File: config.mk
export PLATFORM = sky130hd
export DESIGN_NAME = mac_accum_32
export DESIGN_NICKNAME = d
export VERILOG_FILES = /design/src/rtl/mac_accum_32.sv
export SDC_FILE = /design/constraint.sdc
export NUM_CORES = 1
export LEC_CHECK = 0
export ABC_CLOCK_PERIOD_IN_PS = 4700
export BUFFER_PORTS_ARGS = -buffer_cell sky130_fd_sc_hd__buf_2
export CORE_AREA = 3 3 144 146
export DETAILED_ROUTE_END_ITERATION = 7
export DIE_AREA = 0 0 147 149
export GPL_TIMING_DRIVEN = 0
export PLACE_DENSITY = 0.48
export SLEW_MARGIN = 30
export SYNTH_ARGS = -nofsm -noshare
export SYNTH_HDL_FRONTEND = slang
export SYNTH_SLANG_ARGS = --single-unit
File: constraint.sdc
create_clock -name clk -period 4.7 [get_ports clk]
set_input_delay 0.705 -clock clk [delete_from_list [all_inputs] [get_ports clk]]
set_output_delay 0.705 -clock clk [all_outputs]
set_load 0.03 [all_outputs]
File: src/rtl/mac_accum_32.sv
// Signed multiply-accumulate over a burst of LEN operand pairs; result held on acc_out
// until the downstream register takes it. Define SATURATE_EN for clamping adds with a sticky ovf.
module mac_accum_32 #(
  parameter int DATA_W = 8,
  parameter int ACC_W  = 32,
  parameter int LEN_W  = 8
) (
  input  logic              clk,
  input  logic              rst,
  input  logic              start,
  input  logic [LEN_W-1:0]  len,
  input  logic              in_valid,
  output logic              in_ready,
  input  logic [DATA_W-1:0] a,
  input  logic [DATA_W-1:0] b,
  output logic              out_valid,
  input  logic              out_ready,
  output logic [ACC_W-1:0]  acc_out,
  output logic              busy,
  output logic              ovf
);

  // Handshake: an operand pair moves on a clock edge where in_valid && in_ready;
  // the result is taken on an edge where out_valid && out_ready.
  typedef enum logic [1:0] {IDLE, ACCUM, DONE} state_t;

  state_t             state, state_nxt;
  logic [ACC_W-1:0]   acc;
  logic [LEN_W-1:0]   cnt;
  logic               beat;
  logic [2*DATA_W-1:0] prod;
  logic [ACC_W-1:0]   prod_ext;
  logic [ACC_W-1:0]   acc_add;
  logic               clamp;

  assign beat     = (state == ACCUM) && in_valid;
  assign prod     = $signed(a) * $signed(b);
  assign prod_ext = {{(ACC_W-2*DATA_W){prod[2*DATA_W-1]}}, prod};

`ifdef SATURATE_EN
  logic [ACC_W:0] sum_ext;
  logic           ovf_q;

  // One guard bit: guard and MSB disagree exactly when the signed add overflows.
  assign sum_ext = {acc[ACC_W-1], acc} + {prod_ext[ACC_W-1], prod_ext};
  assign clamp   = sum_ext[ACC_W] != sum_ext[ACC_W-1];
  always_comb begin
    acc_add = sum_ext[ACC_W-1:0];
    if (clamp)
      acc_add = sum_ext[ACC_W] ? {1'b1, {(ACC_W-1){1'b0}}} : {1'b0, {(ACC_W-1){1'b1}}};
  end
  assign ovf = ovf_q;

  always_ff @(posedge clk or negedge rst) begin
    if (!rst)
      ovf_q <= 1'b0;
    else if (state == IDLE && start)
      ovf_q <= 1'b0;
    else if (beat && clamp)
      ovf_q <= 1'b1;
  end
`else
  assign clamp   = 1'b0;
  assign acc_add = acc + prod_ext;
  assign ovf     = clamp;
`endif

  always_comb begin
    state_nxt = state;
    case (state)
      IDLE:    if (start) state_nxt = (len == '0) ? DONE : ACCUM;
      ACCUM:   if (beat && cnt == LEN_W'(1)) state_nxt = DONE;
      DONE:    if (out_ready) state_nxt = IDLE;
      default: state_nxt = IDLE;
    endcase
  end

  always_ff @(posedge clk or negedge rst) begin
    if (!rst) begin
      state <= IDLE;
      acc   <= '0;
      cnt   <= '0;
    end else begin
      state <= state_nxt;
      if (state == IDLE && start) begin
        acc <= '0;
        cnt <= len;
      end else if (beat) begin
        acc <= acc_add;
        cnt <= cnt - LEN_W'(1);
      end
    end
  end

  assign in_ready  = (state == ACCUM);
  assign out_valid = (state == DONE);
  assign busy      = (state != IDLE);
  assign acc_out   = out_valid ? acc : '0;

endmodule
==> impl_metrics.json, run 1 <==
{
  "antenna_cells": 0,
  "clock.fmax_mhz": 156,
  "wire_per_inst_um": 14.2,
  "gp_congestion": 0.788,
  "dp_cells": 1029,
  "cts_root_buf": "clkbuf_16",
  "fin_ws_ns": -1.70,
  "dr.pass1.iters": 4,
  "cts_buffers": 5,
  "yosys_register_bits": 42,
  "htree_levels": 2,
  "timing.rr.end": "acc[30]$_DFFE_PN0P_",
  "synthFlopType": "dfrtp_1",
  "syn-num-nets": 850,
  "synth_top_cell_by_area": "fa_1",
  "wl_um": 15400,
  "grt_usage_pct": 14.3,
  "instances_no_fill": 1085,
  "holdBufCountCts": 0,
  "fp.dieH_um": 149,
  "avgSynthCellArea_um2": 8.58,
  "synth_warnings": 0,
  "setup_viol_count_final": 23,
  "drive_above_1_share_pct": 30.2,
  "fin_skew_ns": 0.00677,
  "post-place-ws_ns": -2.66,
  "yosysSeqAreaShare_pct": 17.5,
  "clock_latency_ns": 0.29,
  "violations": "setup timing",
  "port-buffer-count": 63,
  "synth_most_common_cell": "inv_1",
  "regToRegSetupSlack_ns": 1.68,
  "reg2reg_from": "acc[0]$_DFFE_PN0P_",
  "synth_edf_count": 0,
  "hold_viol": 0,
  "die_x_um": 147,
  "final_nets": 968,
  "antenna_left": 0,
  "grt_antenna_before_repair": 0,
  "vias": 5102,
  "relSlewSlack_pct": 52.0,
  "drv_slew": 0,
  "grt_overflow": 0,
  "rsz0062_at_grt": "true",
  "critical_path_class": "input port to flip-flop",
  "synth_area_mm2": 0.00601,
  "synthTopCellsByCount": "inv_1, and2_1, nand2_1, ha_1, fa_1",
  "setup.worst_path.start": "b[1]",
  "synth_top_area_share_pct": 18.6,
  "slowest_delay_ns": 0.53,
  "cts_num_sinks": 42,
  "ios": 65,
  "crit_fanout": 6,
  "cts_tree": "built",
  "status": "finished with violations",
  "grt_pass1_vias": 5135,
  "drtIter0Drc": 148,
  "dp_hpwl_um": 11700,
  "crit_end": "acc[31]$_DFFE_PN0P_",
  "crit_required_ns": 4.92,
  "endpoint_kind": "flip-flop",
  "die_area_mm2": 0.0219,
  "grt_pass1_wl_um": 25800,
  "syn_inst": 701,
  "cp-start-kind": "input port",
  "viasPerCell": 4.70,
  "row_count": 51,
  "critPathSlowestCell": "fa_2",
  "clk_path_buf_depth": 2,
  "core_mm2": 0.0195,
  "yosysUniqueCellTypes": 63,
  "period_needed_ns": 6.40,
  "clk_pin_slew_worst_paths_ns": 0.07,
  "grt_max_degree": 43,
  "maxCapViolations": 0,
  "drc": 0,
  "worst_r2r_path_depth": 12,
  "min_path_type": "input port to async pin",
  "worst_slew_pin_slew_ns": 0.721,
  "synth_area_leaders": "fa_1, dfrtp_1, ha_1",
  "area_growth_pct": 33.3,
  "fill_cells": 2017,
  "async_reset_ff_share_pct": 100,
  "finalCritPeriodShare_pct": 136,
  "start_util_pct": 30.8,
  "cp.arrival_ns": 6.63
}
## cells in the final DEF (no fill, tap or decap), types with 5 or more instances in the layout
master and n:
nand2b_1 6, xnor2_1 21, nor2_1 16, buf_6 12, buf_2 48, clkbuf_1 9, and2_1 72, and2_4 6
a21o_1 10, dfrtp_1 42, o21ai_2 10, inv_2 13, nor3_1 6, o21ai_0 19, o21bai_1 6, nor2b_1 7
ha_1 43, o21a_1 5, inv_1 93, fa_1 54, xnor2_2 8, nand2_1 67, a21oi_2 16, buf_4 45
ha_4 17, nand2_2 5, a21oi_1 20, clkbuf_16 5, o21ai_1 24, xor2_1 11
## final cells by class
type	instances	area [µm²]	share of cell area, %
Clock buffer	6	139	1.73
Clock inverter	2	12.5	0.156
Multi-Input combinational cell	538	5170	64.5
Buffer	13	57.6	0.718
Tap cell	265	332	4.14
Sequential cell	42	1050	13.1
Inverter	108	410	5.12
Timing Repair Buffer	111	841	10.5
## per-stage QoR
step | instance area [µm²] | setup TNS (ns) | utilization [%] | hold WS [ns]
floorplan | 6320 | -24.01 | - | 0.409
global placement | 6960 | -41.08 | 35.7 | 0.493
detailed placement | 6970 | -40.51 | 35.7 | 0.498
CTS | 7710 | -26.38 | 39.5 | 0.437
global route | 8020 | -32.99 | 41.1 | 0.467
finish | 8020 | -26.72 | 41.1 | 0.397
## per-layer routing
metal  global-route usage [%]  vias up  share of wire, %
li1                         -     2548                 -
met1                     20.5     2491                48
met2                     23.9       54                48
met3                     1.67        9               2.5
met4                     1.96        0              0.81
met5                        0        -                 0
## registers in the layout, summed over array words and instances (netlist names)
register and flops:
acc 32, state 2, cnt 8
## critical path, delay by kind of cell
kind | cells | cell delay, ns
and+or+nand+nor | 4 | 1.18
adders and majority gates | 6 | 2.56
buffers and inverters | 6 | 0.42
xor gates and xnor gates | 2 | 0.33
AOI/OAI and AO/OA | 11 | 1.43
## worst min-delay path by stage
stage | cells after the start | endpoint
after detailed placement | 1 | acc[11]$_DFFE_PN0P_
after CTS | 1 | acc[20]$_DFFE_PN0P_
after floorplan | 0 | acc[0]$_DFFE_PN0P_
after global routing | 1 | acc[20]$_DFFE_PN0P_
final | 1 | acc[20]$_DFFE_PN0P_
after global placement | 2 | acc[8]$_DFFE_PN0P_
## timing repair
action / CTS / global route
setup buffers: 36 / 14
pin swaps: 59 / 42
gates cloned: 0 / 0
gates resized for setup: 84 / 50
setup endpoints to repair: 22 / 23
## kinds of logic after synthesis
kind of cell | share of synthesized area [%]
other | 0.0624
AO/OA/AOI/OAI | 17.3
flip-flops | 17.5
adder cells (fa/ha/maj) | 32.0
AND/OR/NAND/NOR | 18.7
XOR/XNOR | 6.66
multiplexers | 0.187
buffers and inverters | 7.70
Power of run 1 is not shown: default switching activity piles up to over one toggle a cycle in this logic, so the estimate is an artifact.
==> run 2: changes to the inputs <==
- ABC_CLOCK_PERIOD_IN_PS: 4700 -> 8230
- BUFFER_PORTS_ARGS: -buffer_cell sky130_fd_sc_hd__buf_2 -> not set
- DONT_BUFFER_PORTS: not set -> 1
- PLACE_DENSITY: 0.48 -> 0.45
- clock period: 4.7 -> 8.23 ns (I/O delays scaled with it)
==> run 2 against run 1 <==
Effect of this change:
- the run now ends clean
- register-to-register slack improved by 3.4 ns
- highest routed layer unchanged
- core utilization is 7.5 points lower
- cell count fell by 10%
- first-iteration DRC count rose by 65%
- global-route usage down 0.97 points
- wire length decreased by 7.9%
- clock skew down 0.0016 ns
- design area is 18% lower
- largest cell class unchanged
- die area is the same
==> impl_metrics.json, run 2 (synthesized netlist as in run 1, its figures left out) <==
{
  "clk_pin_slew_worst_paths_ns": 0.06,
  "drtIter0Drc": 244,
  "final_nets": 860,
  "largest_reg_flops": 32,
  "regToRegSetupSlack_ns": 5.03,
  "cts_root_buf": "clkbuf_16",
  "worst_r2r_path_depth": 10,
  "relSlewSlack_pct": 37.8,
  "dp_hpwl_um": 11700,
  "cts_buffers": 5,
  "hold_end": "acc[11]$_DFFE_PN0P_",
  "holdBufCountCts": 0,
  "post_cts_buffers": 0,
  "period_needed_ns": 7.60,
  "area_growth_pct": 8.84,
  "start_util_pct": 30.8,
  "gp_congestion": 0.842,
  "reg2reg_from": "acc[1]$_DFFE_PN0P_",
  "cts_resized": 0,
  "fin_setup_tns_ns": 0,
  "grt_overflow": 0,
  "grt_pass1_wl_um": 23900,
  "wl_um": 14200,
  "seq_area_mm2": 0.00105,
  "clk_path_buf_depth": 2,
  "final_util_pct": 33.5,
  "die_area_mm2": 0.0219,
  "clock.fmax_mhz": 132,
  "wire_per_inst_um": 14.5,
  "reg_top3": "acc x32, cnt x8, state x2",
  "grt_usage_pct": 13.3,
  "maxCapViolations": 0,
  "top_register": "acc",
  "status": "finished, final reports clean",
  "grt_antenna_before_repair": 0,
  "critPathSlowestCell": "fa_1",
  "cp.arrival_ns": 7.82,
  "htree_levels": 2,
  "clock_latency_ns": 0.29,
  "fin_skew_ns": 0.00516,
  "worst_slew_pin_slew_ns": 0.926,
  "crit_chain": "and2_1 -> fa_1 -> inv_1 -> fa_1 -> inv_1 -> fa_1 -> inv_1 -> fa_1 -> inv_1 -> ha_1 -> and3_1 -> a21oi_1 -> a31oi_1 -> xnor2_4 -> ha_1 -> a211oi_2 -> o21ai_2 -> or4_1 -> o21a_2 -> a41oi_4 -> o221ai_2 -> xnor2_2 -> or3_2 -> o21ai_2",
  "rsz0062_at_grt": "false",
  "die_x_um": 147,
  "port-buffer-count": 0,
  "core_mm2": 0.0195,
  "final_area_mm2": 0.00655,
  "endpoint_kind": "flip-flop",
  "ios": 65,
  "mostFrequentLayoutCell": "inv_1",
  "drv_slew": 0,
  "cts_num_sinks": 42,
  "cts_tree": "built",
  "grt_pass1_vias": 4848,
  "dp_cells": 966,
  "antenna_left": 0,
  "timing.rr.end": "acc[31]$_DFFE_PN0P_",
  "grt_max_degree": 43,
  "row_count": 51,
  "hold_viol": 0,
  "crit_fanout": 13,
  "antenna_cells": 0,
  "fill_cells": 2111,
  "hold-path-cell-count": 1,
  "finalCritPeriodShare_pct": 92.4,
  "drive_above_1_share_pct": 4.49,
  "min_from": "acc[11]$_DFFE_PN0P_",
  "vias": 4733,
  "multi_input_area_mm2": 0.00451,
  "viasPerCell": 4.84,
  "critical_path_class": "input port to flip-flop",
  "cp-start-kind": "input port",
  "setup_viol_count_final": 0,
  "dr.pass1.iters": 4,
  "fp.dieH_um": 149,
  "slowest_delay_ns": 0.62,
  "crit_required_ns": 8.45,
  "final_cell_mix": "inv_1, and2_1, nand2_1",
  "place_area_mm2": 0.00636,
  "min_path_type": "flip-flop to flip-flop",
  "instances_no_fill": 977,
  "drc": 0
}
## run 2: cell count changes in the layout (fill, tap and decap cells not counted), moves of 7 or more
cell / change
o21ai_2: -7
xnor2_1: +9
ha_1: +21
inv_1: +15
o21ai_0: +21
xnor2_2: -7
inv_2: -13
o21ai_1: -14
ha_4: -17
buf_6: -12
buf_2: -47
a21oi_1: +19
a21oi_2: -15
buf_4: -40
## run 2: critical path, delay by kind of cell
| family | cells | cell delay, ns |
|---|---|---|
| and+or+nand+nor | 4 | 1.29 |
| AOI/OAI and AO/OA | 8 | 1.44 |
| xor gates and xnor gates | 2 | 0.59 |
| adders and majority gates | 6 | 2.93 |
| buffers and inverters | 4 | 0.30 |
## run 2: final cells by class
class | instances | share of cell area [%]
Tap cell | 265 | 5.07
Clock buffer | 6 | 1.97
Buffer | 13 | 0.879
Sequential cell | 42 | 16.1
Multi-Input combinational cell | 538 | 68.9
Clock inverter | 2 | 0.574
Timing Repair Buffer | 3 | 0.344
Inverter | 108 | 6.19
## run 2: worst max path at each step
stage	start	end	slack, ns	depth (start not counted)
after global placement	b[3]	acc[31]$_DFFE_PN0P_	-0.13	24
after detailed placement	b[3]	acc[31]$_DFFE_PN0P_	0.08	24
final	b[3]	acc[31]$_DFFE_PN0P_	0.63	24
after floorplan	b[3]	acc[31]$_DFFE_PN0P_	0.53	24
after CTS	b[3]	acc[31]$_DFFE_PN0P_	0.35	24
after global routing	b[3]	acc[31]$_DFFE_PN0P_	0.23	24
## run 2: per-stage QoR
step	hold WS (ns)	worst slack [ns]
final	0.512	0.629
after global routing	0.535	0.229
after CTS	0.516	0.350
after detailed placement	0.500	0.0836
after global placement	0.494	-0.128
after floorplan	0.470	0.533
## run 2: metal layers
metal | global-route usage, % | part of all wire [%] | vias up
met5 | 0 | 0 | -
met3 | 2.28 | 4.0 | 15
met1 | 17.9 | 46 | 2306
met4 | 2.89 | 1.3 | 0
li1 | - | - | 2333
met2 | 22.6 | 49 | 79
Power of run 2 is left out for the same reason.
